<file path="config.mk">
export PLATFORM = sky130hd
export DESIGN_NAME = aidc_lite_job_seq_flat
export DESIGN_NICKNAME = d
export VERILOG_FILES = /design/src/rtl/aidc_lite_job_seq_if.sv /design/src/rtl/aidc_lite_job_seq.sv /design/src/flat_wrapper.sv
export SDC_FILE = /design/constraint.sdc
export NUM_CORES = 1
export LEC_CHECK = 0
export CAP_MARGIN = 20
export CELL_PAD_IN_SITES_DETAIL_PLACEMENT = 1
export CELL_PAD_IN_SITES_GLOBAL_PLACEMENT = 1
export CORE_MARGIN = 8
export CORE_UTILIZATION = 42
export CTS_CLUSTER_SIZE = 12
export DETAILED_ROUTE_END_ITERATION = 8
export GPL_TIMING_DRIVEN = 0
export PLACE_DENSITY_LB_ADDON = 0.1
export SLEW_MARGIN = 20
export SYNTH_ARGS = -nofsm -noshare
export SYNTH_HDL_FRONTEND = slang
export SYNTH_SLANG_ARGS = --single-unit
</file>
<file path="constraint.sdc">
create_clock -name clk -period 3.7 [get_ports clk]
set_input_delay 0.925 -clock clk [delete_from_list [all_inputs] [get_ports clk]]
set_output_delay 0.925 -clock clk [all_outputs]
set_load 0.02 [all_outputs]
</file>
<file path="src/rtl/aidc_lite_job_seq_if.sv">
// APB bus between the job sequencer and the two AIDC Lite engines.
// One shared bus with a select line per engine; prdata/pready/pslverr are muxed outside.
interface aidc_lite_job_seq_if #(
  parameter int ADDR_W = 32
);
  logic              psel0;
  logic              psel1;
  logic              penable;
  logic              pwrite;
  logic [ADDR_W-1:0] paddr;
  logic [31:0]       pwdata;
  logic [31:0]       prdata;
  logic              pready;
  logic              pslverr;

  modport master (
    output psel0, psel1, penable, pwrite, paddr, pwdata,
    input  prdata, pready, pslverr
  );

  modport slave (
    input  psel0, psel1, penable, pwrite, paddr, pwdata,
    output prdata, pready, pslverr
  );
endinterface

</file>
<file path="src/rtl/aidc_lite_job_seq.sv">
// Compress-then-decompress job sequencer driving both AIDC Lite engines over APB.
// Optional macro AIDC_SEQ_TIMEOUT_EN adds a per-stage status-poll limit (MAX_POLLS).
//
// state  | meaning
// S_IDLE | waiting for job_start
// S_CFG  | four register writes (src, dst, len, ctrl) to the current engine
// S_POLL | one status read of the current engine
// S_GAP  | idle down-count between status reads
// S_NEXT | chain from compression to decompression, or finish
// S_FIN  | pulse done, drop busy
module aidc_lite_job_seq #(
  parameter int POLL_GAP  = 100,
  parameter int MAX_POLLS = 10000,
  parameter int ADDR_W    = 32
) (
  input  logic                clk,
  input  logic                rst_n,
  input  logic                job_start,
  input  logic [ADDR_W-1:0]   job_src,
  input  logic [ADDR_W-1:0]   job_tmp,
  input  logic [ADDR_W-1:0]   job_dst,
  input  logic [31:0]         job_clen,
  input  logic [31:0]         job_dlen,
  output logic                busy,
  output logic                done,
  output logic                err,
  output logic [1:0]          err_code,
  output logic                stage,
  aidc_lite_job_seq_if.master apb
);
  localparam int GAP_LD = (POLL_GAP < 1) ? 1 : POLL_GAP;
  localparam int GAP_W  = $clog2(GAP_LD) + 1;
  localparam logic [GAP_W-1:0]  GAP_INIT = GAP_W'(GAP_LD - 1);
  localparam logic [ADDR_W-1:0] A_STATUS = ADDR_W'(32'h10);

  typedef enum logic [2:0] {S_IDLE, S_CFG, S_POLL, S_GAP, S_NEXT, S_FIN} state_t;

  state_t            state;
  logic [ADDR_W-1:0] src_q, tmp_q, dst_q;
  logic [31:0]       clen_q, dlen_q;
  logic [1:0]        wr_idx;
  logic [GAP_W-1:0]  gap_cnt;
  logic              psel0_q, psel1_q, penable_q, pwrite_q;
  logic [ADDR_W-1:0] paddr_q;
  logic [31:0]       pwdata_q;
  logic [ADDR_W-1:0] cfg_addr;
  logic [31:0]       cfg_data;
  logic              xfer_active;

`ifdef AIDC_SEQ_TIMEOUT_EN
  localparam int PC_W = $clog2(MAX_POLLS) + 1;
  localparam logic [PC_W-1:0] PC_LAST = PC_W'(MAX_POLLS - 1);
  logic [PC_W-1:0] poll_cnt;
`else
  logic unused_max_polls;
  assign unused_max_polls = (MAX_POLLS > 0);
`endif

  assign apb.psel0   = psel0_q;
  assign apb.psel1   = psel1_q;
  assign apb.penable = penable_q;
  assign apb.pwrite  = pwrite_q;
  assign apb.paddr   = paddr_q;
  assign apb.pwdata  = pwdata_q;

  assign xfer_active = psel0_q | psel1_q;

  // Decompression reads from where compression wrote, hence tmp in both stages.
  always_comb begin
    cfg_addr = ADDR_W'({wr_idx, 2'b00});
    cfg_data = 32'd1;
    case (wr_idx)
      2'd0:    cfg_data = stage ? 32'(tmp_q) : 32'(src_q);
      2'd1:    cfg_data = stage ? 32'(dst_q) : 32'(tmp_q);
      2'd2:    cfg_data = stage ? dlen_q : clen_q;
      default: cfg_data = 32'd1;
    endcase
  end

  always_ff @(posedge clk or negedge rst_n) begin
    if (!rst_n) begin
      state     <= S_IDLE;
      busy      <= 1'b0;
      done      <= 1'b0;
      err       <= 1'b0;
      err_code  <= 2'd0;
      stage     <= 1'b0;
      src_q     <= '0;
      tmp_q     <= '0;
      dst_q     <= '0;
      clen_q    <= '0;
      dlen_q    <= '0;
      wr_idx    <= 2'd0;
      gap_cnt   <= '0;
      psel0_q   <= 1'b0;
      psel1_q   <= 1'b0;
      penable_q <= 1'b0;
      pwrite_q  <= 1'b0;
      paddr_q   <= '0;
      pwdata_q  <= '0;
`ifdef AIDC_SEQ_TIMEOUT_EN
      poll_cnt  <= '0;
`endif
    end else begin
      done <= 1'b0;
      case (state)
        S_IDLE: begin
          if (job_start) begin
            src_q    <= job_src;
            tmp_q    <= job_tmp;
            dst_q    <= job_dst;
            clen_q   <= job_clen;
            dlen_q   <= job_dlen;
            busy     <= 1'b1;
            stage    <= 1'b0;
            err      <= 1'b0;
            err_code <= 2'd0;
            wr_idx   <= 2'd0;
`ifdef AIDC_SEQ_TIMEOUT_EN
            poll_cnt <= '0;
`endif
            state    <= S_CFG;
          end
        end
        S_CFG: begin
          // Bus is idle at least one cycle after each completion before the next setup.
          if (!xfer_active) begin
            psel0_q  <= ~stage;
            psel1_q  <= stage;
            pwrite_q <= 1'b1;
            paddr_q  <= cfg_addr;
            pwdata_q <= cfg_data;
          end else if (!penable_q) begin
            penable_q <= 1'b1;
          end else if (apb.pready) begin
            psel0_q   <= 1'b0;
            psel1_q   <= 1'b0;
            penable_q <= 1'b0;
            if (apb.pslverr) begin
              err      <= 1'b1;
              err_code <= 2'd1;
              state    <= S_FIN;
            end else if (wr_idx == 2'd3) begin
              wr_idx <= 2'd0;
              state  <= S_POLL;
            end else begin
              wr_idx <= wr_idx + 2'd1;
            end
          end
        end
        S_POLL: begin
          if (!xfer_active) begin
            psel0_q  <= ~stage;
            psel1_q  <= stage;
            pwrite_q <= 1'b0;
            paddr_q  <= A_STATUS;
            pwdata_q <= '0;
          end else if (!penable_q) begin
            penable_q <= 1'b1;
          end else if (apb.pready) begin
            psel0_q   <= 1'b0;
            psel1_q   <= 1'b0;
            penable_q <= 1'b0;
            if (apb.pslverr) begin
              err      <= 1'b1;
              err_code <= 2'd1;
              state    <= S_FIN;
            end else if (apb.prdata == 32'd1) begin
              state <= S_NEXT;
`ifdef AIDC_SEQ_TIMEOUT_EN
            end else if (poll_cnt == PC_LAST) begin
              poll_cnt <= poll_cnt + PC_W'(1);
              err      <= 1'b1;
              err_code <= 2'd2;
              state    <= S_FIN;
`endif
            end else begin
`ifdef AIDC_SEQ_TIMEOUT_EN
              poll_cnt <= poll_cnt + PC_W'(1);
`endif
              gap_cnt <= GAP_INIT;
              state   <= S_GAP;
            end
          end
        end
        S_GAP: begin
          if (gap_cnt == '0) state <= S_POLL;
          else gap_cnt <= gap_cnt - GAP_W'(1);
        end
        S_NEXT: begin
          if (!stage) begin
            stage  <= 1'b1;
            wr_idx <= 2'd0;
`ifdef AIDC_SEQ_TIMEOUT_EN
            poll_cnt <= '0;
`endif
            state  <= S_CFG;
          end else begin
            state <= S_FIN;
          end
        end
        S_FIN: begin
          done  <= 1'b1;
          busy  <= 1'b0;
          state <= S_IDLE;
        end
        default: state <= S_IDLE;
      endcase
    end
  end
endmodule

</file>
<file path="src/flat_wrapper.sv">
// flat-port wrapper written by rule: the top's interface ports become plain ports
module aidc_lite_job_seq_flat 
#(
  parameter int POLL_GAP  = 100,
  parameter int MAX_POLLS = 10000,
  parameter int ADDR_W    = 32
)
  (clk, rst_n, job_start, job_src, job_tmp, job_dst, job_clen, job_dlen, busy, done, err, err_code, stage, apb_psel0, apb_psel1, apb_penable, apb_pwrite, apb_paddr, apb_pwdata, apb_prdata, apb_pready, apb_pslverr);
  aidc_lite_job_seq_if #(.ADDR_W(ADDR_W)) apb_i ();
  input  logic clk;
  input  logic rst_n;
  input  logic job_start;
  input  logic [ADDR_W-1:0] job_src;
  input  logic [ADDR_W-1:0] job_tmp;
  input  logic [ADDR_W-1:0] job_dst;
  input  logic [31:0] job_clen;
  input  logic [31:0] job_dlen;
  output logic busy;
  output logic done;
  output logic err;
  output logic [1:0] err_code;
  output logic stage;
  output wire logic [$bits(apb_i.psel0)-1:0] apb_psel0;
  output wire logic [$bits(apb_i.psel1)-1:0] apb_psel1;
  output wire logic [$bits(apb_i.penable)-1:0] apb_penable;
  output wire logic [$bits(apb_i.pwrite)-1:0] apb_pwrite;
  output wire logic [$bits(apb_i.paddr)-1:0] apb_paddr;
  output wire logic [$bits(apb_i.pwdata)-1:0] apb_pwdata;
  input wire logic [$bits(apb_i.prdata)-1:0] apb_prdata;
  input wire logic [$bits(apb_i.pready)-1:0] apb_pready;
  input wire logic [$bits(apb_i.pslverr)-1:0] apb_pslverr;
  assign apb_psel0 = apb_i.psel0;
  assign apb_psel1 = apb_i.psel1;
  assign apb_penable = apb_i.penable;
  assign apb_pwrite = apb_i.pwrite;
  assign apb_paddr = apb_i.paddr;
  assign apb_pwdata = apb_i.pwdata;
  assign apb_i.prdata = apb_prdata;
  assign apb_i.pready = apb_pready;
  assign apb_i.pslverr = apb_pslverr;
  aidc_lite_job_seq #(.POLL_GAP(POLL_GAP), .MAX_POLLS(MAX_POLLS), .ADDR_W(ADDR_W)) u_core (.clk(clk), .rst_n(rst_n), .job_start(job_start), .job_src(job_src), .job_tmp(job_tmp), .job_dst(job_dst), .job_clen(job_clen), .job_dlen(job_dlen), .busy(busy), .done(done), .err(err), .err_code(err_code), .stage(stage), .apb(apb_i));
endmodule
</file>
Yosys cells after proc, flatten, opt, wreduce, memory -nomap -nowiden:

Cells that the tools add are included.

* bits in latches: 0
* register bits: 247
* memories: 0
* bits in read-only memories: 0
* output and inout port bits: 74
* RAM bits: 0
* input bits: 197
* logic and storage cells: 137

* multiply operators: 0
* equal/unequal tests: 31
* multiplexer cells: 63
* reduce and logical (&&, ||, !) cells: 20
* magnitude comparators: 0
* $add $sub $neg: 2
* divide/modulo/power cells: 0
* bitwise gates (word level): 2
* shifts and indexed selects: 0

Operators with widths (count)
* 32-bit two-way mux: 7
* 32-bit case mux with 2 select lines: 2
* 32-bit case mux with 3 select lines: 1
* 8-bit two-way mux: 6
* 3-bit two-way mux: 13
* 32-bit by 1-bit equality test with 1-bit output (second input constant): 1
* 2-bit two-way mux: 11
* 2-bit inequality test (second input constant): 11
* 2-bit by 1-bit inequality test with 1-bit output (second input constant): 10
* 8-bit case mux with 2 select lines: 1
* 1-bit two-way mux: 15
* 3-bit case mux with 5 select lines: 1
* 7-bit AND reduction: 2
* 2-bit nonzero test: 5
* 9-bit AND reduction: 1
* 8-bit zero test: 1
* 1-bit case mux with 2 select lines: 4
* 2-bit AND reduction: 4
* 8-bit by 1-bit subtractor with 8-bit output (second input constant): 1
* 3-bit by 2-bit equality test with 1-bit output (second input constant): 2
* 3-bit equality test (second input constant): 2
* 2-bit case mux with 3 select lines: 1
* 3-bit AND reduction: 2
* 6-bit AND reduction: 1
* 12 further kinds: 13

Depth between registers and ports, before layout:

* word-level depth: 7
* mapped depth: 7
* mapped depth without buffers: 6

Worst setup path after synthesis:

OpenSTA, ideal clock, no wires.

* path type: input -> register
* start point: in apb_prdata[1]
* end point: reg u_core.gap_cnt[6]
* required time: 3574 ps
* stages on the path: 5
* buffers on the path: 0
* data arrival time: 1963 ps
* library setup time: 126 ps
* slack: 1611 ps
* cells stage by stage: nor4b_1 > nand4_1 > nor3_2 > nor2_1 > o32a_1

* cells in the longest elaborated chain, start to end: 3

RTL lines
* start, declared: RTL line flat_wrapper.sv:29 `input wire logic [$bits(apb_i.prdata)-1:0] apb_prdata;`
* 32-bit by 1-bit equality test with 1-bit output: RTL line aidc_lite_job_seq.sv:168 `end else if (apb.prdata == 32'd1) begin`
* 2-bit inequality test (no line)
* 7-bit AND reduction (no line)
* end signal, assigned: RTL line aidc_lite_job_seq.sv:188 `else gap_cnt <= gap_cnt - GAP_W'(1);`
* end, declared: RTL line aidc_lite_job_seq.sv:42 `logic [GAP_W-1:0] gap_cnt;`

Every way passes these cells.
A chain may end at the register's enable or synchronous reset.

==> results by group <==
Finish
  • Footprint of the flip-flops and latches: 5410 sq um
  • # nets final: 1218
  • Layout overhead on the synthesized area: 39.0%
  • Final Util: 0.587
  • Area of combinational cells with multiple inputs: 3920 sq um
  • Area of all placed cells without fillers: 13600 sq um
  • Share of cells above drive strength 1: 0.244
  • Number of fillers in the final layout: 2348

Global route
  • Vias in the first global route: 8370
  • GR Overflow Total: 0
  • Antenna violations before repair: 7
  • Largest net degree at the start of global routing: 91
  • All-Layer GR Usage: 0.229
  • Global-route wire length before repair: 50900 um

Place
  • Placed Instance Area: 12800 sq um
  • Count of port buffers added during placement: 240
  • Worst Setup Slack post-DPL: 0.838 ns
  • Final RePlAce weighted congestion: 0.806
  • Total half-perimeter wirelength after legalization and detailed placement: 23100 um

Die
  • Chip width: 169 um
  • Overall die area: 28500 sq um
  • Site row count: 56
  • Initial core utilization: 0.422
  • Number of top-level pins: 271
  • Chip height: 169 um
  • Core box area: 23200 sq um

Clocking
  • Post-CTS Setup Bufs: 0
  • Count of hold-fix buffers inserted at cts: 0
  • Number of buffers added by the clock tree synthesis step: 25
  • Maximum clock path buffer count: 3
  • Root buffer selected by CTS: clkbuf_16
  • Clock tree from TritonCTS: yes
  • Post-CTS clock slew at the launch and capture registers of the worst setup and hold paths: 0.06 ns
  • PostCTS Resize Cnt: 0
  • Number of levels in the clock H-tree: 1
  • Clk_lat worst skew: 0.53 ns
  • Clock sink count: 216

Route
  • Vias per cell: 5.53
  • Remaining antenna violation count after routing: 0
  • Vias: 7489
  • Routed wire length per instance: 24.0 um
  • Routed wire length: 32500 um
  • DRC violations left: 0
  • Violation count after the first detailed-routing iteration: 573
  • First-pass detailed-route iteration total: 9

STA
  • Unrepaired setup endpoints after global routing: false
  • Max-Slew Margin vs Limit: 0.432
  • F_max: 0.397 GHz
  • Final period demand of the worst path: 2.52 ns
  • Post-route worst hold slack: 0.281 ns
  • Clock skew: 0.0170 ns
  • Count of final hold-check violations: 0
  • Worst Tran Pin Value: 0.851 ns
  • Final worst slack: 1.18 ns
  • Count of endpoints failing setup in the final report: 0
  • Final count of pins violating max slew: 0
  • Part of the cycle the worst path needs: 0.681

Power and ir drop
  • Share of total power in combinational logic: 0.411
  • Internal power contribution: 0.00748 W
  • Power per Cell Area: 850 nW/um^2
  • Clock network fraction of total power: 0.217
  • Net switching power of the design: 0.00408 W
  • Fraction of power spent switching nets: 0.353
  • Sequential cell fraction of total power: 0.372
  • Leakage power figure: 5.69 nW
  • IR Drop Worst-Case VDD: 414 uV

Status
  • Run status: complete, no violations

Logic synthesis
  • Most instantiated library cell after synthesis: dfrtp_1
  • Yosys Warn Count: 0
  • Ranking of synthesized cells by instance count: dfrtp_1 (216), mux2_2 (147), a222oi_1 (64), a22o_1 (35)
  • Predominant post-synthesis flop cell: dfrtp_1
  • Synth area leaders: dfrtp_1 (55%), mux2_2 (17%), a222oi_1 (6.5%), mux2i_1 (3.3%), a22o_1 (3.1%)
  • Synthesized cell area: 9790 sq um
  • Part of the Yosys area used for sequential elements: 0.552
  • Number of register bits inferred by synthesis: 216
  • Post-Syn Instances: 717
  • Ys async rst share: 1.00
  • Number of library cell types mapped by synthesis: 55
  • Share of the synthesized area in the top cell type: 0.552
  • Synth area leader: dfrtp_1
  • Post-synth EDFFs: 0
  • Syn Area/Cell: 13.7 sq um

Setup path
  • Data required time of the critical path: 2.77 ns
  • Max incr delay on CP: 0.59 ns
  • Ordered list of cells on the worst path: buf_4 -> clkdlybuf4s50_1
  • Setup crit start kind: flop
  • Data arrival time of the critical path: 1.59 ns
  • Worst path top cell family by delay: buffers and inverters
  • Worst setup path category: reg -> out
  • Peak fanout along the critical path: 3
  • CP Buf/Inv Count: 2
  • Cell type of the slowest stage on the worst timing path: clkdlybuf4s50_1
  • Critical Path Sink Type: output port

Hold path
  • Hold WC Path Type: in -> async

Run
  • Max Cap Violations: 0
## cell usage in the layout (no fill, tap or decap), types with 3 or more instances in the layout
| master | synthesis | routed |
|---|---|---|
| diode_2 | 0 | 3 |
| a22o_1 | 35 | 35 |
| nor4_1 | 9 | 9 |
| mux2_2 | 147 | 147 |
| nand3_1 | 3 | 3 |
| a21oi_1 | 6 | 6 |
| a222oi_1 | 64 | 64 |
| mux2i_1 | 32 | 32 |
| nor3_1 | 6 | 6 |
| buf_6 | 12 | 12 |
| buf_2 | 16 | 16 |
| o211ai_1 | 3 | 3 |
| mux2_1 | 13 | 13 |
| buf_4 | 32 | 32 |
| dfrtp_1 | 216 | 216 |
| clkbuf_1 | 17 | 24 |
| o21ai_0 | 9 | 9 |
| buf_1 | 8 | 8 |
| conb_1 | 1 | 30 |
| clkbuf_8 | 0 | 7 |
| clkdlybuf4s50_1 | 0 | 239 |
| nor2_1 | 14 | 14 |
| ha_1 | 6 | 6 |
| nand2_1 | 18 | 18 |
| inv_1 | 6 | 6 |
| clkbuf_16 | 0 | 25 |
## sequential cells by signal (all words and copies together), names as in the netlist
signal,flops
u_core.src_q,32
u_core.gap_cnt,8
u_core.err,1
u_core.stage,1
u_core.tmp_q,32
u_core.dst_q,32
u_core.state,3
u_core.dlen_q,32
u_core.apb.pwdata,32
u_core.apb.psel1,1
u_core.apb.penable,1
u_core.done,1
u_core.apb.paddr,3
u_core.clen_q,32
u_core.apb.psel0,1
u_core.apb.pwrite,1
u_core.wr_idx,2
u_core.busy,1
## worst reg2reg max path, stage by stage, from the launching register on
cell and delay (ns):
dfrtp_1 0.45, inv_1 0.13, ha_1 0.16, clkbuf_1 0.39
clkbuf_1 0.64, a222oi_1 0.26, mux2i_1 0.25, a22o_1 0.16
## cells by family after synthesis
family / share of synthesized area
xor+xnor: 0.00179
compound gates: 0.124
flops: 0.552
simple gates: 0.0386
buf+inv: 0.0584
fa+ha+maj: 0.00767
other cells: 0.000383
mux: 0.217
## layer usage
| layer | share of wire | vias to the layer above | track usage |
|---|---|---|---|
| li1 | - | 3320 | - |
| met1 | 0.43 | 3811 | 0.295 |
| met2 | 0.48 | 289 | 0.376 |
| met3 | 0.070 | 61 | 0.0557 |
| met4 | 0.023 | 8 | 0.0660 |
| met5 | 0.0017 | - | 0 |
## area by class of cell
type,instances,share of cell area
flip-flops and latches,216,0.397
multi-input cells,439,0.288
repair buffers,242,0.181
clock buffers,39,0.0550
plain buffers,85,0.0404
well taps,319,0.0293
clock inverters,5,0.00662
inverters,6,0.00166
diodes,3,0.000552
## through the flow
step	total power, W	setup TNS [ns]	cells
global placement	0.00885	-1672.82	1305
global route	0.0122	0	1354
detailed placement	0.00904	0	1307
floorplan	0.00722	0	746
CTS	0.0116	0	1351
finish	0.0116	0	1354
## power groups by stage
stage	combinational, W	clock, W	sequential [W]
floorplan	0.00289	0	0.00434
global placement	0.00458	0	0.00427
detailed placement	0.00473	0	0.00431
CTS	0.00479	0.00255	0.00430
global route	0.00514	0.00264	0.00445
finish	0.00475	0.00251	0.00430
## final timing paths
check                      slack [ns]                 start  cells past startpoint                     to
min in group clk                 0.49  u_core.apb.pwdata[0]                      2   u_core.apb.pwdata[0]
hold / removal                   0.28                 rst_n                      1  u_core.apb.pwdata[28]
setup reg to reg                 1.22      u_core.wr_idx[0]                      7  u_core.apb.pwdata[26]
hold reg to reg                  0.49  u_core.apb.pwdata[0]                      2   u_core.apb.pwdata[0]
max in group asynchronous        2.65                 rst_n                      2   u_core.apb.pwdata[7]
setup / recovery                 1.18            u_core.err                      2            err_code[0]
Note: power is estimated with default switching activity, not from simulation.
